`src/rtl/cdb_arbiter.sv`:
```
// cdb_arbiter: buffered, registered common-data-bus arbiter.
// Each result source (3..0 = ls, div, mul, alu) hands its label and data into
// a single-entry slot. One full slot is granted per cycle, and its contents
// are broadcast on BCEN/BClabel/BCdata on the following edge.
// Compile-time option: define CDB_FIXED_PRIO_EN to replace round-robin with
// fixed priority, where the highest index wins.
// Despite its name, nRST is an asynchronous, active-high reset.
//
// Handshake: source i offers a result by raising require[i] with labelIn/dataIn
// stable. The transfer happens on the rising edge where require[i] and
// requireAC[i] are both 1. requireAC[i] never depends on require[i], so a
// source that sees requireAC[i]=0 must hold its request and payload unchanged.
module cdb_arbiter #(
    parameter int N_SRC   = 4,
    parameter int DATA_W  = 32,
    parameter int LABEL_W = 4
) (
    input  logic                       clk,
    input  logic                       nRST,
    input  logic [N_SRC-1:0]           require,
    output logic [N_SRC-1:0]           requireAC,
    input  logic [N_SRC*LABEL_W-1:0]   labelIn,
    input  logic [N_SRC*DATA_W-1:0]    dataIn,
    output logic                       BCEN,
    output logic [LABEL_W-1:0]         BClabel,
    output logic [DATA_W-1:0]          BCdata,
    output logic [N_SRC-1:0]           slotFull
);

    localparam int IDX_W = (N_SRC > 1) ? $clog2(N_SRC) : 1;

    logic [LABEL_W-1:0] slot_label [N_SRC];
    logic [DATA_W-1:0]  slot_data  [N_SRC];
    logic [N_SRC-1:0]   slot_full;
    logic [N_SRC-1:0]   grant;
    logic [N_SRC-1:0]   accept;
    logic [N_SRC-1:0]   capture;
    logic               grant_any;
    logic [IDX_W-1:0]   grant_idx;

`ifndef CDB_FIXED_PRIO_EN
    logic [IDX_W-1:0]   rr_ptr;
    int                 scan_sum;
    logic [IDX_W-1:0]   scan_idx;

    // Round-robin pick: the first full slot at or after rr_ptr, wrapping around.
    always_comb begin
        grant     = '0;
        grant_any = 1'b0;
        grant_idx = '0;
        scan_sum  = 0;
        scan_idx  = '0;
        for (int k = 0; k < N_SRC; k++) begin
            scan_sum = int'(rr_ptr) + k;
            if (scan_sum >= N_SRC) begin
                scan_sum = scan_sum - N_SRC;
            end
            scan_idx = IDX_W'(scan_sum);
            if (!grant_any && slot_full[scan_idx]) begin
                grant_any = 1'b1;
                grant_idx = scan_idx;
            end
        end
        if (grant_any) begin
            grant[grant_idx] = 1'b1;
        end
    end

    // Pointer moves to the slot after the winner; it holds while the bus is idle.
    always_ff @(posedge clk or posedge nRST) begin
        if (nRST) begin
            rr_ptr <= '0;
        end else if (grant_any) begin
            if (grant_idx == IDX_W'(N_SRC - 1)) begin
                rr_ptr <= '0;
            end else begin
                rr_ptr <= grant_idx + 1'b1;
            end
        end
    end
`else
    // Fixed priority: the later (higher-index) full slot overrides, so ls wins over alu.
    always_comb begin
        grant     = '0;
        grant_any = 1'b0;
        grant_idx = '0;
        for (int k = 0; k < N_SRC; k++) begin
            if (slot_full[k]) begin
                grant_any = 1'b1;
                grant_idx = IDX_W'(k);
            end
        end
        if (grant_any) begin
            grant[grant_idx] = 1'b1;
        end
    end
`endif

    // Accept into an empty slot, or into the slot being drained this cycle (same-edge refill).
    always_comb begin
        accept  = {N_SRC{~nRST}} & (~slot_full | grant);
        capture = require & accept;
    end

    assign requireAC = accept;
    assign slotFull  = slot_full;

    // Slot update: a capture loads the payload; a grant without a refill empties the slot.
    always_ff @(posedge clk or posedge nRST) begin
        if (nRST) begin
            slot_full <= '0;
            for (int i = 0; i < N_SRC; i++) begin
                slot_label[i] <= '0;
                slot_data[i]  <= '0;
            end
        end else begin
            for (int i = 0; i < N_SRC; i++) begin
                if (capture[i]) begin
                    slot_label[i] <= labelIn[i*LABEL_W +: LABEL_W];
                    slot_data[i]  <= dataIn[i*DATA_W +: DATA_W];
                    // A zero label means the result has no consumer, so it is dropped.
                    slot_full[i]  <= |labelIn[i*LABEL_W +: LABEL_W];
                end else if (grant[i]) begin
                    slot_full[i]  <= 1'b0;
                end
            end
        end
    end

    // Registered broadcast of the granted slot; the bus reads as all zeros while idle.
    always_ff @(posedge clk or posedge nRST) begin
        if (nRST) begin
            BCEN    <= 1'b0;
            BClabel <= '0;
            BCdata  <= '0;
        end else if (grant_any) begin
            BCEN    <= 1'b1;
            BClabel <= slot_label[grant_idx];
            BCdata  <= slot_data[grant_idx];
        end else begin
            BCEN    <= 1'b0;
            BClabel <= '0;
            BCdata  <= '0;
        end
    end

endmodule

```
`config.mk`:
```
export PLATFORM = sky130hd
export DESIGN_NAME = cdb_arbiter
export DESIGN_NICKNAME = d
export VERILOG_FILES = /design/src/rtl/cdb_arbiter.sv
export SDC_FILE = /design/constraint.sdc
export NUM_CORES = 1
export LEC_CHECK = 0
export BUFFER_PORTS_ARGS = -buffer_cell sky130_fd_sc_hd__buf_4
export CAP_MARGIN = 10
export CORE_UTILIZATION = 58
export CTS_BUF_LIST = sky130_fd_sc_hd__clkbuf_16
export DETAILED_ROUTE_END_ITERATION = 10
export HOLD_SLACK_MARGIN = 0.08
export PLACE_DENSITY = 0.85
export SETUP_SLACK_MARGIN = 0.2
export SLEW_MARGIN = 5
export SYNTH_ARGS = -nofsm -noshare
export SYNTH_HDL_FRONTEND = slang
export SYNTH_SLANG_ARGS = --single-unit
```
`constraint.sdc`:
```
create_clock -name clk -period 18.25 [get_ports clk]
set_input_delay 3.65 -clock clk [delete_from_list [all_inputs] [get_ports clk]]
set_output_delay 3.65 -clock clk [all_outputs]
set_load 0.05 [all_outputs]
```
Yosys cells after proc, flatten, opt, wreduce, memory -nomap -nowiden
Cells that the tools add are included.
{ "word_totals": {"register_bits": 187, "word_cells": 98} }
{ "classes": {"add_sub_neg": 8, "order_cmp": 11, "n_eq_ne": 1, "n_mux": 41, "bitwise_logic": 6, "reduce_logical": 15} }
{ "ops": {"columns": ["operator", "count"], "rows": [
  ["2-to-1 mux 32 bit", 3],
  ["binary-select mux 32 bit (select 2 bit)", 1],
  ["2-to-1 mux 1 bit", 18],
  ["2-to-1 mux 2 bit", 9],
  ["2-to-1 mux 4 bit", 4],
  ["OR reduction 4 bit", 4],
  ["less-than comparator 2 x 3 -> 1 bit (second input constant)", 5],
  ["greater-or-equal comparator 3 bit (second input constant)", 4],
  ["bitwise AND 4 bit", 2],
  ["binary-select mux 1 bit (select 2 bit)", 4],
  ["binary-select mux 4 bit (select 2 bit)", 1],
  ["nonzero test 2 bit", 4],
  ["subtractor 2 x 1 -> 2 bit (second input constant)", 4],
  ["adder 2 x 2 -> 3 bit (second input constant)", 2],
  ["logical AND 1 bit", 4],
  ["NOT 4 bit", 1],
  ["bitwise OR 4 bit", 1],
  ["adder 2 x 1 -> 3 bit (second input constant)", 1],
  ["greater-or-equal comparator 2 x 3 -> 1 bit (second input constant)", 1],
  ["zero test 1 bit", 3],
  ["NOT 2 -> 3 bit", 1],
  ["adder 2 x 1 -> 2 bit (second input constant)", 1],
  ["demux 1 bit (select 2 bit)", 1],
  ["equality test 2 bit (second input constant)", 1],
  ["other kinds (2)", 2]
]} }

Longest topological paths before layout
Gate-level depths: netlist of run 1.
{ "depth": {"ltp_word": 23, "ltp_mapped": 13, "depth_no_buf": 9} }

Least setup slack after synthesis of run 1
Ideal clock, no wire load.
{ "synth_timing": {"path_kind": "input port to output port", "startpoint": "input nRST", "endpoint": "output requireAC[0]", "arrival_time_ns": 8.361, "required_ns": 14.600, "slack_ns": 6.239, "stages": 2, "n_path_buf": 0, "path_cell_list": "inv_1 -> and2_4"} }
{ "synth_via": {"elab_chain_cells": 2} }
{ "synth_lines": {"columns": ["item", "line", "rtl"], "rows": [
  ["start: declaration", "19", "input logic nRST,"],
  ["NOT 1 bit", "101", "accept = {N_SRC{~nRST}} & (~slot_full | grant);"],
  ["bitwise AND 4 bit", "101", null],
  ["end: declaration", "21", "output logic [N_SRC-1:0] requireAC,"]
]} }
No other way between the ends.

Final worst setup path of run 1
Ends and elaborated chain as after synthesis.

==> results.md, run 1 <==
- Min Tclk post-route: just over 8 ns
- Die Span Y: about 120 µm
- CTS Buffer Depth: 2
- Final Net Count: 859
- Non-Filler Instances: about 900
- Die width: about 120 µm
- Setup crit start: nRST
- Setup Viol. Count Final: 0
- Drt drc: 0
- R2R Setup Slk: approximately 15 ns
- Ys Warns: 0
- FP Rows: 43
- Yosys reg bits: approximately 190
- Final hold vios: 0
- Gpl congestion: between 0.8 and 0.9
- GRT Resource Usage Total: 0.272
- Setup ws final: between 9 and 10 ns
- Worst Path Buf+Inv: 3
- WP data arrival: 4.60 ns
- Worst r2r src: rr_ptr[1]
- LEAKAGE: 4.99 nW
- CP endpoint kind: output pin
- Max Fclk: around 120 MHz
- Clock skew: ~0.012 ns
- Global-route congestion overflow total: 0
- Placed Instances: approximately 870
- Largest net degree at the start of global routing: 74
- CP Depth: 4
- RSZ-0062 raised after global routing: false
- Crit-path cells: buf_4, clkinv_4, and2_4, buf_4
- Vias: 5154
- DR iter-0 viols: 351
- CP max stage delay: 0.32 ns
- Initial core utilization: 0.593
- Share of cells above drive strength 1: 0.531
- Final Max Tran Viols: 0
- Worst Path Required: roughly 15 ns
- CTS tree: yes
- Sequential fraction of the synthesis area: 0.569
- CP Max Fanout: 47
- Slew margin rel.: 0.212
- N_diodes: 0
- Worst Tran Pin Value: between 1 and 1.5 ns
- Die Area: ~0.015 mm²
- Netlist cell types: 38
- Crit Path Category: in -> out
- Post-Synthesis Cell Area: just over 0.008 mm²
- WHS: between 0.5 and 0.6 ns
- Maximum vdd drop: approximately 130 µV
- Crit path capture: requireAC[0]
- Mapped Avg Cell Area: 15.7 µm²
- Area grow syn2layout: 25.1%
- Place WS: roughly 10 ns
- WL per Instance: 21.1 µm
- H-tree depth reported by CTS: 4
- Fin crit share: 0.452
- CTS Sinks: between 150 and 200
- Cells on worst reg2reg path: 8
- Port-buffer cells: roughly 190
- ANT nets after route: 0
- Startpoint types: primary input
- Core area: ~0.014 mm²
- Post-DP HPWL: 12200 µm
- Hold_buf cts: 0
- Post-Syn Nets: 675
- Setup TNS: 0 ns
- Result of the run: complete, no violations
- Cell Pwr Density: 200 mW/mm²
- Via density: between 5 and 6
- Vias in the first global route: 5529
- Post-CTS sizing: 0
- Reg2reg end: slot_data[17]
- Top delay family on crit path: buffers and inverters
- Post-CTS Setup Bufs: 0
- Global-route wire length before repair: approximately 30000 µm
- Min-delay worst type: reg -> reg
- 1st-pass router iterations: 4
- Final wirelength: around 19000 µm
- Cells after Synth: between 500 and 600
- Inserted Clock Buffers: 17
- Clock Tree Root: clkbuf_16
- Max-Cap Viols: 0
- Initial antenna violation count: 0
- Critical path's slowest cell: clkinv_4
- Io pins: 195
- Most used cell, CP: buf_4
- Worst-path clk slew: approximately 0.06 ns
- Worst-skew pair later-pin latency: roughly 0.44 ns
- Worst hold start: slot_data[95]
[report_power, final]
| part | internal (W) | switching (W) |
|---|---|---|
| combinational | 0.000442 | 0.000522 |
| clock | 0.000215 | 0.000158 |
| sequential | 0.000608 | 0.000116 |
| total | 0.00127 | 0.000795 |
[cell usage in the layout, fill, tap and decap left out, types with 2 or more instances in the layout]
| cell | count |
|---|---|
| clkinvlp_4 | 2 |
| nand2_1 | 4 |
| o22ai_1 | 36 |
| inv_6 | 3 |
| dfrtp_1 | 187 |
| clkinv_4 | 4 |
| bufinv_16 | 3 |
| mux2i_1 | 73 |
| nand3b_1 | 2 |
| buf_4 | 199 |
| clkbuf_16 | 17 |
| inv_1 | 5 |
| mux2_4 | 88 |
| clkinv_1 | 2 |
| or4_1 | 3 |
| o2bb2ai_4 | 2 |
| mux2_2 | 56 |
| o21ai_0 | 3 |
| a21oi_1 | 7 |
| nor2_1 | 5 |
[metrics by stage]
| stage | util | total power (W) | cell area (µm²) |
|---|---|---|---|
| floorplan | - | 0.00146 | 8230 |
| global route | 0.741 | 0.00216 | 10300 |
| global placement | 0.698 | 0.00165 | 9690 |
| finish | 0.741 | 0.00206 | 10300 |
| detailed placement | 0.698 | 0.00169 | 9690 |
| CTS | 0.741 | 0.00207 | 10300 |
[area by class of cell]
cell class	count	area (µm²)
Inverter	5	23.8
Multi-Input combinational cell	298	3270
Fill cell	858	3590
Sequential cell	187	4680
Timing Repair Buffer	199	1490
Clock inverter	15	173
Tap cell	180	225
Clock buffer	17	425
[registers in the layout, summed over array words and instances, names as in the netlist]
register and flops:
slot_data 128, BCdata 32, BClabel 4, slot_label 16, BCEN 1, rr_ptr 2
slotFull 4
[cell families after synthesis]
family                   after synthesis  share of synthesized area
flip-flops                           187                      0.569
AO/OA/AOI/OAI                         57                     0.0453
AND/OR/NAND/NOR                       23                     0.0182
adder cells (fa/ha/maj)                1                    0.00152
buffers and inverters                 39                     0.0401
multiplexers                         217                      0.326
[cell usage after synthesis]
library cell  instances  area share
nor2_4                1      0.0014
and2_1                1     0.00076
nand2_1               4      0.0018
a32o_1                1      0.0012
o21ai_0               3      0.0018
nor3b_2               1      0.0015
inv_2                 1     0.00046
nor2_1                5      0.0023
and2_4                1      0.0011
or4_1                 3      0.0027
mux2i_1              73       0.089
a21o_1                1     0.00091
and3_1                1     0.00076
o21a_1                1     0.00091
buf_2                 6      0.0036
o211a_1               1      0.0012
clkbuf_1              6      0.0027
mux2_4               88        0.16
a22o_1                1      0.0011
buf_4                 4      0.0036
o22ai_1              36       0.027
o2bb2ai_1             2      0.0021
a21oi_1               7      0.0043
nor4_1                1     0.00076
ha_1                  1      0.0015
nand2b_1              1     0.00076
a31oi_1               1     0.00076
o221ai_1              1      0.0011
nor3_2                1      0.0012
buf_12                3      0.0073
nand3b_1              2      0.0018
o22ai_2               1      0.0015
mux2_2               56       0.077
a2bb2oi_1             1      0.0011
inv_1                 4      0.0018
nand2_4               1      0.0014
dfrtp_1             187        0.57
buf_6                15       0.021
[per-layer routing]
| layer | track usage | share of wire | vias to the layer above |
|---|---|---|---|
| met3 | 0.0780 | 0.067 | 34 |
| met5 | 0 | 0 | - |
| met1 | 0.342 | 0.41 | 2644 |
| met4 | 0.116 | 0.025 | 0 |
| li1 | - | - | 2272 |
| met2 | 0.440 | 0.49 | 204 |
[how the worst min path moves through the flow]
stage	end	slack, ns	cells after the start
final	slot_data[95]	0.50	1
after global routing	slot_data[109]	0.52	1
after CTS	slot_data[126]	0.51	1
after detailed placement	slot_data[51]	0.49	1
after global placement	slot_label[14]	0.49	1
after floorplan	slot_data[123]	0.48	1
No activity file was read; power rests on OpenSTA's default activity.
==> inputs of run 2 (changes only) <==
--- a/config.mk
+++ b/config.mk
@@ -5,13 +5,14 @@
 export SDC_FILE = /design/constraint.sdc
 export NUM_CORES = 1
 export LEC_CHECK = 0
+export ABC_AREA = 1
 export BUFFER_PORTS_ARGS = -buffer_cell sky130_fd_sc_hd__buf_4
 export CAP_MARGIN = 10
-export CORE_UTILIZATION = 58
+export CORE_UTILIZATION = 54
 export CTS_BUF_LIST = sky130_fd_sc_hd__clkbuf_16
 export DETAILED_ROUTE_END_ITERATION = 10
 export HOLD_SLACK_MARGIN = 0.08
-export PLACE_DENSITY = 0.85
+export PLACE_DENSITY = 0.8
 export SETUP_SLACK_MARGIN = 0.2
 export SLEW_MARGIN = 5
 export SYNTH_ARGS = -nofsm -noshare
==> constraint.sdc (replaced) <==
create_clock -name clk -period 7.9 [get_ports clk]
set_input_delay 1.58 -clock clk [delete_from_list [all_inputs] [get_ports clk]]
set_output_delay 1.58 -clock clk [all_outputs]
set_load 0.05 [all_outputs]
==> results.md, run 2 <==
- Result of the run: complete, no violations
- Max Fclk: 185 MHz
- RSZ-0062 raised after global routing: false
- Clock Tree Root: clkbuf_16
- Sequential fraction of the synthesis area: 0.539 (-0.0301)
- Area grow syn2layout: 22.1%
- Crit-path cells: inv_2, nand2_1, nand2_1, nand2_1, nand2_2, inv_1, a21oi_1, nand2_1, nand2_4, buf_4, inv_1, ha_1, nand2_1, a21oi_2, buf_4
- Share of the synthesized area in the top cell type: 0.539 (-0.0301)
- Yosys reg bits: 187 (unchanged)
- Port-buffer cells: 194 (unchanged)
- Final wirelength: 22400 µm (+18%)
- Final Max Tran Viols: 0 (unchanged)
- Commonest non-fill, non-tap cell in the layout: nand2_1
- Via density: 5.34 (-6.6%)
- Max reg flops: 128 (unchanged)
- Initial antenna violation count: 0 (unchanged)
- DR iter-0 viols: 818 (+130%)
- Setup TNS: 0 ns (unchanged)
- H-tree depth reported by CTS: 4 (unchanged)
- Ys Warns: 0 (unchanged)
- Core area: 0.0158 mm² (+14%)
- Inserted Clock Buffers: 17 (unchanged)
- Share of cells above drive strength 1: 0.209 (-0.323)
- Cell Pwr Density: 525 mW/mm² (+160%)
- Setup Viol. Count Final: 0 (unchanged)
- WL per Instance: 15.8 µm (-25%)
- Largest net degree at the start of global routing: 103 (+39%)
- Placed Instances: 1387 (+60%)
- LEAKAGE: 5.50 nW (+10%)
- CTS Buffer Depth: 2 (unchanged)
- N_diodes: 0 (unchanged)
- Max-Cap Viols: 0 (unchanged)
- FP Rows: 46 (+7.0%)
- Non-Filler Instances: 1419 (+57%)
- Largest Register: slot_data
- Initial core utilization: 0.551 (-0.0418)
- Post-CTS sizing: 0 (unchanged)
- Clock skew: 0.0107 ns (-0.000892 ns)
- Min-delay worst type: reg -> reg
- Biggest regs: slot_data (128), BCdata (32), slot_label (16)
- Vias: 7584 (+47%)
- GRT Resource Usage Total: 0.279 (+0.00665)
- Number of synthesized flops with an enable pin: 0 (unchanged)
- CTS Sinks: 187 (unchanged)
- Total Power: 0.00557 W (+170%)
- Post-Synthesis Cell Area: 0.00869 mm² (+5.6%)
- Netlist cell types: 30 (-21%)
- Synth area leaders: dfrtp_1, nand2_1, nand4_1
- Synth cell count leaders: nand2_1, dfrtp_1, inv_1
- Commonest cells after routing, fill and taps aside: nand2_1, buf_4, dfrtp_1, inv_1, nand4_1
- ANT nets after route: 0 (unchanged)
- Largest area contributor in the netlist: dfrtp_1
- Cells after Synth: 1046 (+100%)
- Drt drc: 0 (unchanged)
- Maximum vdd drop: 317 µV (+140%)
- Final Net Count: 1341 (+56%)
- Worst Path Required: 6.32 ns (-8.28 ns)
- Post-DP HPWL: 15400 µm (+26%)
- Post-CTS Setup Bufs: 0 (unchanged)
- Fin crit share: 0.684
- CP max stage delay: 0.69 ns (+0.37 ns)
- Mapped Avg Cell Area: 8.31 µm² (-47%)
- Most used cell, CP: nand2_1
- Min Tclk post-route: 5.40 ns
- Most instantiated library cell after synthesis: nand2_1
- Die Span Y: 129 µm (+6.4%)
- Hold_buf cts: 0 (unchanged)
- Die Area: 0.0166 mm² (+13%)
- CTS tree: yes
- Final hold vios: 0 (unchanged)
- CP Max Fanout: 77 (+64%)
- Global-route wire length before repair: 35500 µm (+20%)
- Post-Syn Nets: 1197 (+77%)
- Worst-skew pair later-pin latency: 0.44 ns (about the same)
- Die width: 129 µm (+6.4%)
- Slew margin rel.: 0.281 (+0.0687)
- WHS: 0.474 ns (-0.0301 ns)
- Worst-path clk slew: 0.07 ns (about the same)
- Global-route congestion overflow total: 0 (unchanged)
- Gpl congestion: 0.891 (+5.7%)
- CP endpoint kind: output pin
- Io pins: 195 (unchanged)
- 1st-pass router iterations: 5 (+1)
- Crit Path Category: reg -> out
- Dominant synthesized flop cell: dfrtp_1
- Startpoint types: flop
- Vias in the first global route: 6819 (+23%)
- Worst Tran Pin Value: 1.08 ns (-0.101 ns)
- Critical path's slowest cell: buf_4
- WP data arrival: 3.82 ns (-0.78 ns)
- Async SR Flop Fraction: 1.00 (unchanged)
[run 2: path summary, 6_finish.rpt]
| kind | from | end | slack [ns] | depth (start not counted) |
|---|---|---|---|---|
| setup / recovery | rr_ptr[0] | requireAC[3] | 2.50 | 15 |
| hold / removal | slot_data[105] | slot_data[105] | 0.47 | 2 |
| setup reg to reg | rr_ptr[0] | slot_data[22] | 3.71 | 18 |
| hold reg to reg | slot_data[105] | slot_data[105] | 0.47 | 2 |
| max in group asynchronous | nRST | slot_data[74] | 5.24 | 3 |
| min in group asynchronous | nRST | slot_label[14] | 1.29 | 2 |
[run 2: cell type report]
type / instances / area [µm²]
inverters: 87 / 334
multi-input cells: 697 / 3270
clock buffers: 17 / 425
flip-flops and latches: 187 / 4680
well taps: 216 / 270
repair buffers: 200 / 1500
fillers: 1349 / 5160
clock inverters: 15 / 126
[run 2: cell families after synthesis]
logic type	share of synthesized area
DFF	0.539
and+or+nand+nor	0.271
AOI/OAI and AO/OA	0.104
adders and majority gates	0.00144
buffers and inverters	0.0858
[run 2: worst max-delay path, delay by kind of cell, from the launching register on]
family                   cells  cell delay (ns)
buffers and inverters        5             1.26
AND/OR/NAND/NOR              7             1.14
flip-flops                   1             0.52
adder cells (fa/ha/maj)      1             0.21
AO/OA/AOI/OAI                2             0.18
[run 2: where the power goes]
group          internal (W)  total [W]  switching, W  leakage (nW)
combinational      0.000921    0.00307       0.00215          2.91
sequential          0.00145    0.00169      0.000241          2.32
clock              0.000434   0.000809      0.000375         0.270
[run 2: through the flow]
step | instance area, µm² | setup WS, ns | util
global route | 10600 | 2.14 | 0.672
global placement | 10100 | 3.06 | 0.637
finish | 10600 | 2.50 | 0.672
floorplan | 8690 | 2.26 | -
CTS | 10600 | 2.57 | 0.672
detailed placement | 10100 | 3.04 | 0.637
[run 2: layer usage]
metal	part of all wire	track usage	up-vias
met4	0.016	0.0768	0
li1	-	-	3705
met2	0.44	0.391	315
met1	0.46	0.432	3526
met3	0.085	0.0615	38
met5	0	0	-
